## config.mk

```make
export PLATFORM = sky130hd
export DESIGN_NAME = sram_controller
export DESIGN_NICKNAME = d
export VERILOG_FILES = /design/src/rtl/sram_pkg.sv /design/src/rtl/sram_phase_counter.sv /design/src/rtl/sram_controller.sv
export SDC_FILE = /design/constraint.sdc
export NUM_CORES = 1
export LEC_CHECK = 0
export ABC_CLOCK_PERIOD_IN_PS = 3850
export CORE_MARGIN = 2
export CORE_UTILIZATION = 35
export CTS_CLUSTER_SIZE = 16
export DETAILED_ROUTE_END_ITERATION = 12
export PLACE_DENSITY = 0.65
export SLEW_MARGIN = 20
export SYNTH_ARGS = -nofsm -noshare
export SYNTH_HDL_FRONTEND = slang
export SYNTH_SLANG_ARGS = --single-unit
export TNS_END_PERCENT = 30
```

## constraint.sdc

```tcl
create_clock -name clk -period 3.85 [get_ports clk]
set_input_delay 0.5775 -clock clk [delete_from_list [all_inputs] [get_ports clk]]
set_output_delay 0.5775 -clock clk [all_outputs]
set_load 0.005 [all_outputs]
```

## src/rtl/sram_pkg.sv

```systemverilog
// Shared definitions for the 32-bit-to-16-bit SRAM responder: state encoding,
// half-word width and default base address.
package sram_pkg;

  typedef enum logic [1:0] {
    IDLE = 2'd0,
    LOW  = 2'd1,
    HIGH = 2'd2,
    DONE = 2'd3
  } state_t;

  localparam int HALF_W            = 16;
  localparam int DEFAULT_ADDR_BASE = 1024;

endpackage

```

## src/rtl/sram_phase_counter.sv

```systemverilog
// Wait-state counter for one half-word phase; flags the final cycle of the phase.
module sram_phase_counter #(
  parameter int ACCESS_CYCLES = 2
) (
  input  logic clk,
  input  logic rst,
  input  logic clear,
  input  logic enable,
  output logic last
);

  localparam logic [3:0] LAST_CNT = 4'(ACCESS_CYCLES - 1);

  logic [3:0] r_count;

  always_ff @(posedge clk or posedge rst) begin
    if (rst) begin
      r_count <= '0;
    end else if (clear) begin
      r_count <= '0;
    end else if (enable) begin
      r_count <= r_count + 4'd1;
    end
  end

  assign last = (r_count == LAST_CNT);

endmodule

```

## src/rtl/sram_controller.sv

```systemverilog
// MEM-stage responder: serves one 32-bit request as two wait-stated 16-bit
// SRAM accesses (low half, then high half), stalling the pipeline via ready.
module sram_controller
  import sram_pkg::*;
#(
  parameter int ADDR_BASE     = DEFAULT_ADDR_BASE,
  parameter int SRAM_ADDR_W   = 18,
  parameter int ACCESS_CYCLES = 2
) (
  input  logic                   clk,
  input  logic                   rst,
  input  logic                   rd_en,
  input  logic                   wr_en,
  input  logic [31:0]            address,
  input  logic [31:0]            write_data,
  output logic [31:0]            read_data,
  output logic                   ready,
  output logic [SRAM_ADDR_W-1:0] sram_addr,
  output logic [HALF_W-1:0]      sram_dq_out,
  input  logic [HALF_W-1:0]      sram_dq_in,
  output logic                   sram_dq_oe,
  output logic                   sram_we_n
);

  state_t                 r_state;
  state_t                 w_next;
  logic                   r_wr;
  logic [31:0]            r_addr;
  logic [31:0]            r_wdata;
  logic [31:0]            r_read_data;
  logic [SRAM_ADDR_W-1:0] r_sram_addr;
  logic [HALF_W-1:0]      r_dq_out;
  logic                   r_dq_oe;
  logic                   r_we_n;

  logic                   w_req;
  logic                   w_ready;
  logic                   w_last;
  logic                   w_in_phase;
  logic                   w_from_idle;
  logic                   w_wr_sel;
  logic [31:0]            w_addr_sel;
  logic [31:0]            w_wdata_sel;
  logic [31:0]            w_off;
  logic                   w_unused;

  assign w_req       = rd_en | wr_en;
  assign w_in_phase  = (r_state == LOW) || (r_state == HIGH);
  assign w_from_idle = (r_state == IDLE);

  // The SRAM output registers load on the edge that enters a phase, so while
  // still in IDLE the request comes straight from the inputs, not the latch.
  assign w_wr_sel    = w_from_idle ? wr_en      : r_wr;
  assign w_addr_sel  = w_from_idle ? address    : r_addr;
  assign w_wdata_sel = w_from_idle ? write_data : r_wdata;
  assign w_off       = w_addr_sel - 32'(ADDR_BASE);
  assign w_unused    = ^{w_off[31:SRAM_ADDR_W+1], w_off[1:0]};

  sram_phase_counter #(
    .ACCESS_CYCLES(ACCESS_CYCLES)
  ) u_phase_counter (
    .clk   (clk),
    .rst   (rst),
    .clear (~w_in_phase | w_last),
    .enable(w_in_phase),
    .last  (w_last)
  );

  always_ff @(posedge clk or posedge rst) begin
    if (rst) begin
      r_state <= IDLE;
    end else begin
      r_state <= w_next;
    end
  end

  always_comb begin
    w_next  = r_state;
    w_ready = 1'b0;
    case (r_state)
      IDLE: begin
        w_ready = ~w_req;
        if (w_req) w_next = LOW;
      end
      LOW: begin
        if (w_last) w_next = HIGH;
      end
      HIGH: begin
        if (w_last) w_next = DONE;
      end
      DONE: begin
        w_ready = 1'b1;
        w_next  = IDLE;
      end
      default: w_next = IDLE;
    endcase
  end

  always_ff @(posedge clk or posedge rst) begin
    if (rst) begin
      r_wr <= 1'b0;
    end else if (w_from_idle && w_req) begin
      r_wr <= wr_en;
    end
  end

  always_ff @(posedge clk) begin
    if (w_from_idle && w_req) begin
      r_addr  <= address;
      r_wdata <= write_data;
    end
  end

  always_ff @(posedge clk or posedge rst) begin
    if (rst) begin
      r_sram_addr <= '0;
      r_dq_out    <= '0;
      r_dq_oe     <= 1'b0;
      r_we_n      <= 1'b1;
    end else begin
      case (w_next)
        LOW: begin
          r_sram_addr <= {w_off[SRAM_ADDR_W:2], 1'b0};
          r_dq_oe     <= w_wr_sel;
          r_we_n      <= ~w_wr_sel;
          if (w_wr_sel) r_dq_out <= w_wdata_sel[HALF_W-1:0];
        end
        HIGH: begin
          r_sram_addr <= {w_off[SRAM_ADDR_W:2], 1'b1};
          r_dq_oe     <= w_wr_sel;
          r_we_n      <= ~w_wr_sel;
          if (w_wr_sel) r_dq_out <= w_wdata_sel[2*HALF_W-1:HALF_W];
        end
        default: begin
          r_dq_oe <= 1'b0;
          r_we_n  <= 1'b1;
        end
      endcase
    end
  end

  // Each half is captured on the final wait-state cycle of its phase.
  always_ff @(posedge clk or posedge rst) begin
    if (rst) begin
      r_read_data <= '0;
    end else if (!r_wr && w_last) begin
      if (r_state == LOW)  r_read_data[HALF_W-1:0]        <= sram_dq_in;
      if (r_state == HIGH) r_read_data[2*HALF_W-1:HALF_W] <= sram_dq_in;
    end
  end

  assign read_data   = r_read_data;
  assign ready       = w_ready;
  assign sram_addr   = r_sram_addr;
  assign sram_dq_out = r_dq_out;
  assign sram_dq_oe  = r_dq_oe;
  assign sram_we_n   = r_we_n;

endmodule
```

-- After elaboration in Yosys (flattened, before gate mapping)
Index checks and enable logic that the tools add are counted.
- register bits: 126
- latch bits: 0
- bits in writable memories: 0
- bits in read-only memories: 0
- bits of input ports: 84
- output and inout port bits: 69
- word-level logic and storage cells: 53
- memories: 0
- add/sub/neg operators: 2
- multipliers: 0
- divide/modulo/power cells: 0
- order comparisons: 0
- eq/ne operators: 8
- shifts and indexed selects: 0
- mux-type cells: 16
- bitwise operators: 5
- reductions and logical operators: 11
- operators by type and width (cell ; count):
    one-hot mux 18 bit (2 select lines) ; 1
    2-to-1 mux 16 bit ; 2
    2-to-1 mux 32 bit ; 1
    one-hot mux 16 bit (2 select lines) ; 1
    2-to-1 mux 19 bit ; 1
    subtractor 19 x 11 -> 19 bit, second input constant ; 1
    2-to-1 mux 4 bit ; 2
    one-hot mux 2 bit (4 select lines) ; 1
    == test 2 bit, second input constant ; 3
    2-to-1 mux 2 bit ; 3
    adder 4 x 1 -> 4 bit, second input constant ; 1
    == test 2 x 1 -> 1 bit, second input constant ; 2
    == test 4 x 1 -> 1 bit, second input constant ; 1
    inequality test 2 bit, second input constant ; 2
    AND reduction 2 bit ; 2
    nonzero test 2 bit ; 2
    2-to-1 mux 1 bit ; 3
    inverter 1 bit ; 3
    AND reduction 3 bit ; 1
    logical AND 1 bit ; 2
    zero test 2 bit ; 1
    bitwise OR 1 bit ; 2
    one-hot mux 1 bit (2 select lines) ; 1
    OR reduction 2 bit ; 1
    other kinds (2) ; 2

-- Longest topological paths before layout
- word-level depth: 6
- gate-level depth with buffers: 14
- depth with buffers taken out: 10

-- By module
Synthesis repeated with hierarchy kept, for this count alone.
- cells, all modules: 331
- area, all modules: 5290.1 sq um
- by module, submodules not included (module ; instances ; cells each ; area each (sq um) ; seq. area each (sq um)):
    sram_controller ; 1 ; 311 ; 5072.4 ; 3249.4
    sram_phase_counter ; 1 ; 20 ; 217.7 ; 100.1

-- Worst setup path before layout
No wires, ideal clock.
- path kind: register to register
- from: register r_state[1]
- to: register r_addr[10] (enable)
- library setup time: 0.462 ns
- arrival: 3.436 ns
- path slack: -0.048 ns
- stages on the path, launching flop included: 7
- buffers on the path: 3
- cell sequence: dfrtp_1 -> inv_1 -> ha_1 -> buf_6 -> buf_6 -> buf_2 -> nor2b_1
- cells in the longest elaborated chain, start to end: 2
- RTL lines (what ; RTL line ; source):
    start: declaration ; sram_controller.sv:25 ; state_t r_state;
    start signal: assignment ; sram_controller.sv:73 ; r_state <= w_next;
    zero test 2 bit ; sram_controller.sv:49 ; assign w_from_idle = (r_state == IDLE);
    logical AND 1 bit ; sram_controller.sv:108 ; if (w_from_idle && w_req) begin
    end signal: assignment ; sram_controller.sv:109 ; r_addr <= address;
    end: declaration ; sram_controller.sv:28 ; logic [31:0] r_addr;
Every way passes these cells.
A chain may end at the register's enable or synchronous reset.

-- Worst setup path in the final report
- from: register r_state[0]
- to: output port ready
- cells in the longest elaborated chain, start to end: 2
- elaborated cells between the ends (all ways): 3
- those cells by class: 1 x eq/ne; 1 x mux; 1 x reduce/logical
- RTL lines (what ; RTL line ; source):
    == test 2 bit or zero test 2 bit (tied branches) ; sram_controller.sv:80 ; case (r_state)
    one-hot mux 1 bit (2 select lines) * ; sram_controller.sv:80 ;
    end: declaration ; sram_controller.sv:17 ; output logic ready,
Mark *: on every way between the ends. The rest lies on a longest branch, timed or not.

==> impl_metrics.toml <==
[clock_network]
cts_tree = "yes"
cts_buffer_depth = 2
path_clk_slew_ns = 0.05
insertion_delay_ns = 0.41
clock_sinks = 124
cts_resized = 0
cts-root-buf = "clkbuf_16"
cts.htree.levels = 4
post_cts_buffers = 0
postCtsHoldBufs = 0
cts-buffers-inserted = 17

[timing]
fin_crit_sh_pct = 83.2
worstMarginPinSlew_ns = 0.744
max_clock_freq_mhz = 312
setup_viol = 0
min_period_ns = 3.20
finalHoldViolCount = 0
rsz0062_at_grt = "false"
fin_skew_ns = 0.00756
drv_slew = 0
slew_headroom_pct = 50.4
fin_tns_setup_ns = 0

[synth]
ys.flop_type = "dfrtp_1"
synth_top_area_share_pct = 35.0
syn_nets = 418
muxShareOfSynthArea_pct = 22.1
synthesis.instances = 324
async_reset_ff_share_pct = 60.5
yosys-top-cells-area = "dfrtp_1 35%, edfxtp_1 28%, mux4_2 6.8%, mux2_2 6.4%, mux2_4 5.7%"
yosysMostFrequentCell = "dfrtp_1"
synthTopCellsByCount = "74 x dfrtp_1, 49 x edfxtp_1, 30 x mux2_2"
synth-simple-area-share_pct = 5.01
synth_area_sq_um = 5290
synthAdderAreaFrac_pct = 2.36
synthDistinctLibCells = 45
synth_compound_area_share_pct = 3.40
synthXorXnorAreaFrac_pct = 1.32
synth.largest_area_cell = "dfrtp_1"
synth.avg_cell_area_sq_um = 16.3
yosysWarnings = 0
synth_top_family_by_area = "multiplexers"
ys_ff_latch = 124
synth_edf_count = 49
yosysSeqAreaShare_pct = 63.3

[die]
die-area_sq_um = 16100
num_rows = 44
die_w_microns = 127
initial_core_util_pct = 36.2
core_sq_um = 14600
io-pin-count = 153
die_y_microns = 127

[layout]
drive_gt1_share_pct = 23.7
fin_nets = 570
diodes = 0
fill_cells = 1243
instances_no_fill = 673
post-route-util_pct = 51.3
area.growth.synth_to_final_pct = 41.8

[placement]
numPortBuffers = 137
dpl.hpwl_mm = 7.76
gp_congestion = 0.756
dpl.cell_count = 641

[pwr]
p_leak_nw = 3.05
worst_ir_drop_vdd_uv = 465
p_per_area_nw_per_um2 = 938

[run_status]
status = "finished, final reports clean"

[worst_setup_path]
crit_type = "flop to primary output"
r2r_start = "r_state[0]"
slowest_delay_ns = 0.55
end_kind = "primary output"
critPathArrivalTime_ns = 2.63
r2r_slack_ns = 0.85
worstPathCellList = "inv_1 > ha_2 > buf_4 > a21oi_1 > nor2_1 > clkdlybuf4s50_1"
crit_required_ns = 3.27
slowest_stage = "ha_2"
critPathLaunchType = "flop"
crit_end = "ready"
crit_fanout = 19
r2r_cells = 10
path_depth = 6
setup.worst_path.start = "r_state[0]"
path_buf_inv = 3
crit_family = "buffers and inverters"
r2r_end = "sram_addr[16]"

[detailed_routing]
via_per_inst = 4.92
first_pass_iters = 4
dr.first_iter.drc_count = 168
route.detailed.drc = 0
num_vias = 3311
post_drt_wl_per_cell_microns = 17.2
routed_wl_mm = 11.6
ant_nets = 0

[job]
max-cap-violations = 0

[global_route]
grt_pass1_vias = 3495
grt_pass1_wl_mm = 18.6
antenna_found_initial = 0
track_usage_pct = 15.0
grt_overflow = 0
grt_max_degree = 56

[hold_path]
whs_path_depth = 2
worstHoldStart = "sram_addr[14]"
hold_path_class = "flop to flop"
==> worst min-delay path by stage <==
stage	endpoint	slack [ns]
floorplan	u_phase_counter.r_count[0]	0.46
global placement	sram_addr[3]	0.47
detailed placement	sram_addr[11]	0.48
CTS	sram_addr[14]	0.49
global route	sram_addr[14]	0.50
finish	sram_addr[14]	0.48
==> worst min-delay path, cell delays in order (launching register included) <==
cell,delay (ns)
dfrtp_1,0.34
nand2_1,0.05
o21ai_0,0.05
==> registers in the layout (all words and copies together) (netlist names) <==
register                 flops
sram_dq_oe                   1
sram_addr                   18
read_data                   32
sram_we_n                    1
sram_dq_out                 16
u_phase_counter.r_count      4
r_addr                      17
r_wr                         1
r_state                      2
r_wdata                     32
==> cells in the final DEF (no fill, tap or decap), drive strengths merged, types with 3 or more instances in the layout <==
cell / netlist / final
bufinv: 0 / 3
nor2: 13 / 13
xnor2: 5 / 5
ha: 10 / 10
inv: 6 / 6
o21ai: 13 / 13
mux2: 50 / 50
dfrtp: 74 / 74
clkbuf: 3 / 27
mux4: 16 / 16
nand2: 23 / 23
mux2i: 17 / 17
buf: 10 / 9
xor2: 3 / 3
clkdlybuf4s50: 0 / 137
edfxtp: 49 / 49
a21oi: 5 / 5
==> per-layer routing <==
metal	global-route usage [%]	vias to the layer above	routed length [microns]
li1	-	1508	-
met1	19.2	1687	5210
met2	23.5	106	5450
met3	5.49	10	724
met4	5.62	0	169
met5	0	-	0
==> power breakdown <==
part	leakage, nW	internal (mW)	total (mW)	switching [mW]
clock network	0.310	1.14	1.70	0.555
logic	1.38	1.79	3.09	1.31
registers	1.36	2.00	2.25	0.252
total	3.05	4.92	7.04	2.12
==> layout make-up <==
| class | count | area (sq um) | area share (%) |
|---|---|---|---|
| Sequential cell | 124 | 3350 | 44.6 |
| Multi-Input combinational cell | 180 | 1820 | 24.3 |
| Timing Repair Buffer | 146 | 1440 | 19.2 |
| Clock buffer | 27 | 533 | 7.10 |
| Tap cell | 184 | 230 | 3.07 |
| Clock inverter | 5 | 103 | 1.37 |
| Inverter | 7 | 28.8 | 0.383 |
==> stage by stage <==
step | instance area [sq um] | hold slack [ns] | setup WS [ns] | power [mW]
final | 7510 | 0.478 | 0.646 | 7.04
after global routing | 7510 | 0.502 | 0.403 | 7.49
after CTS | 7500 | 0.486 | 0.501 | 7.16
after detailed placement | 6870 | 0.477 | 0.636 | 5.42
after global placement | 6870 | 0.470 | 0.664 | 5.34
after floorplan | 5300 | 0.456 | 0.870 | 4.17
==> cell families (layout without fill, tap and decap cells) <==
group,Yosys count,after routing
AND/OR/NAND/NOR,51,51
buffers and inverters,20,185
AO/OA/AOI/OAI,28,28
adder cells (fa/ha/maj),10,10
XOR/XNOR,8,8
multiplexers,83,83
flip-flops,124,124
Note: power is estimated with default switching activity, not from simulation.
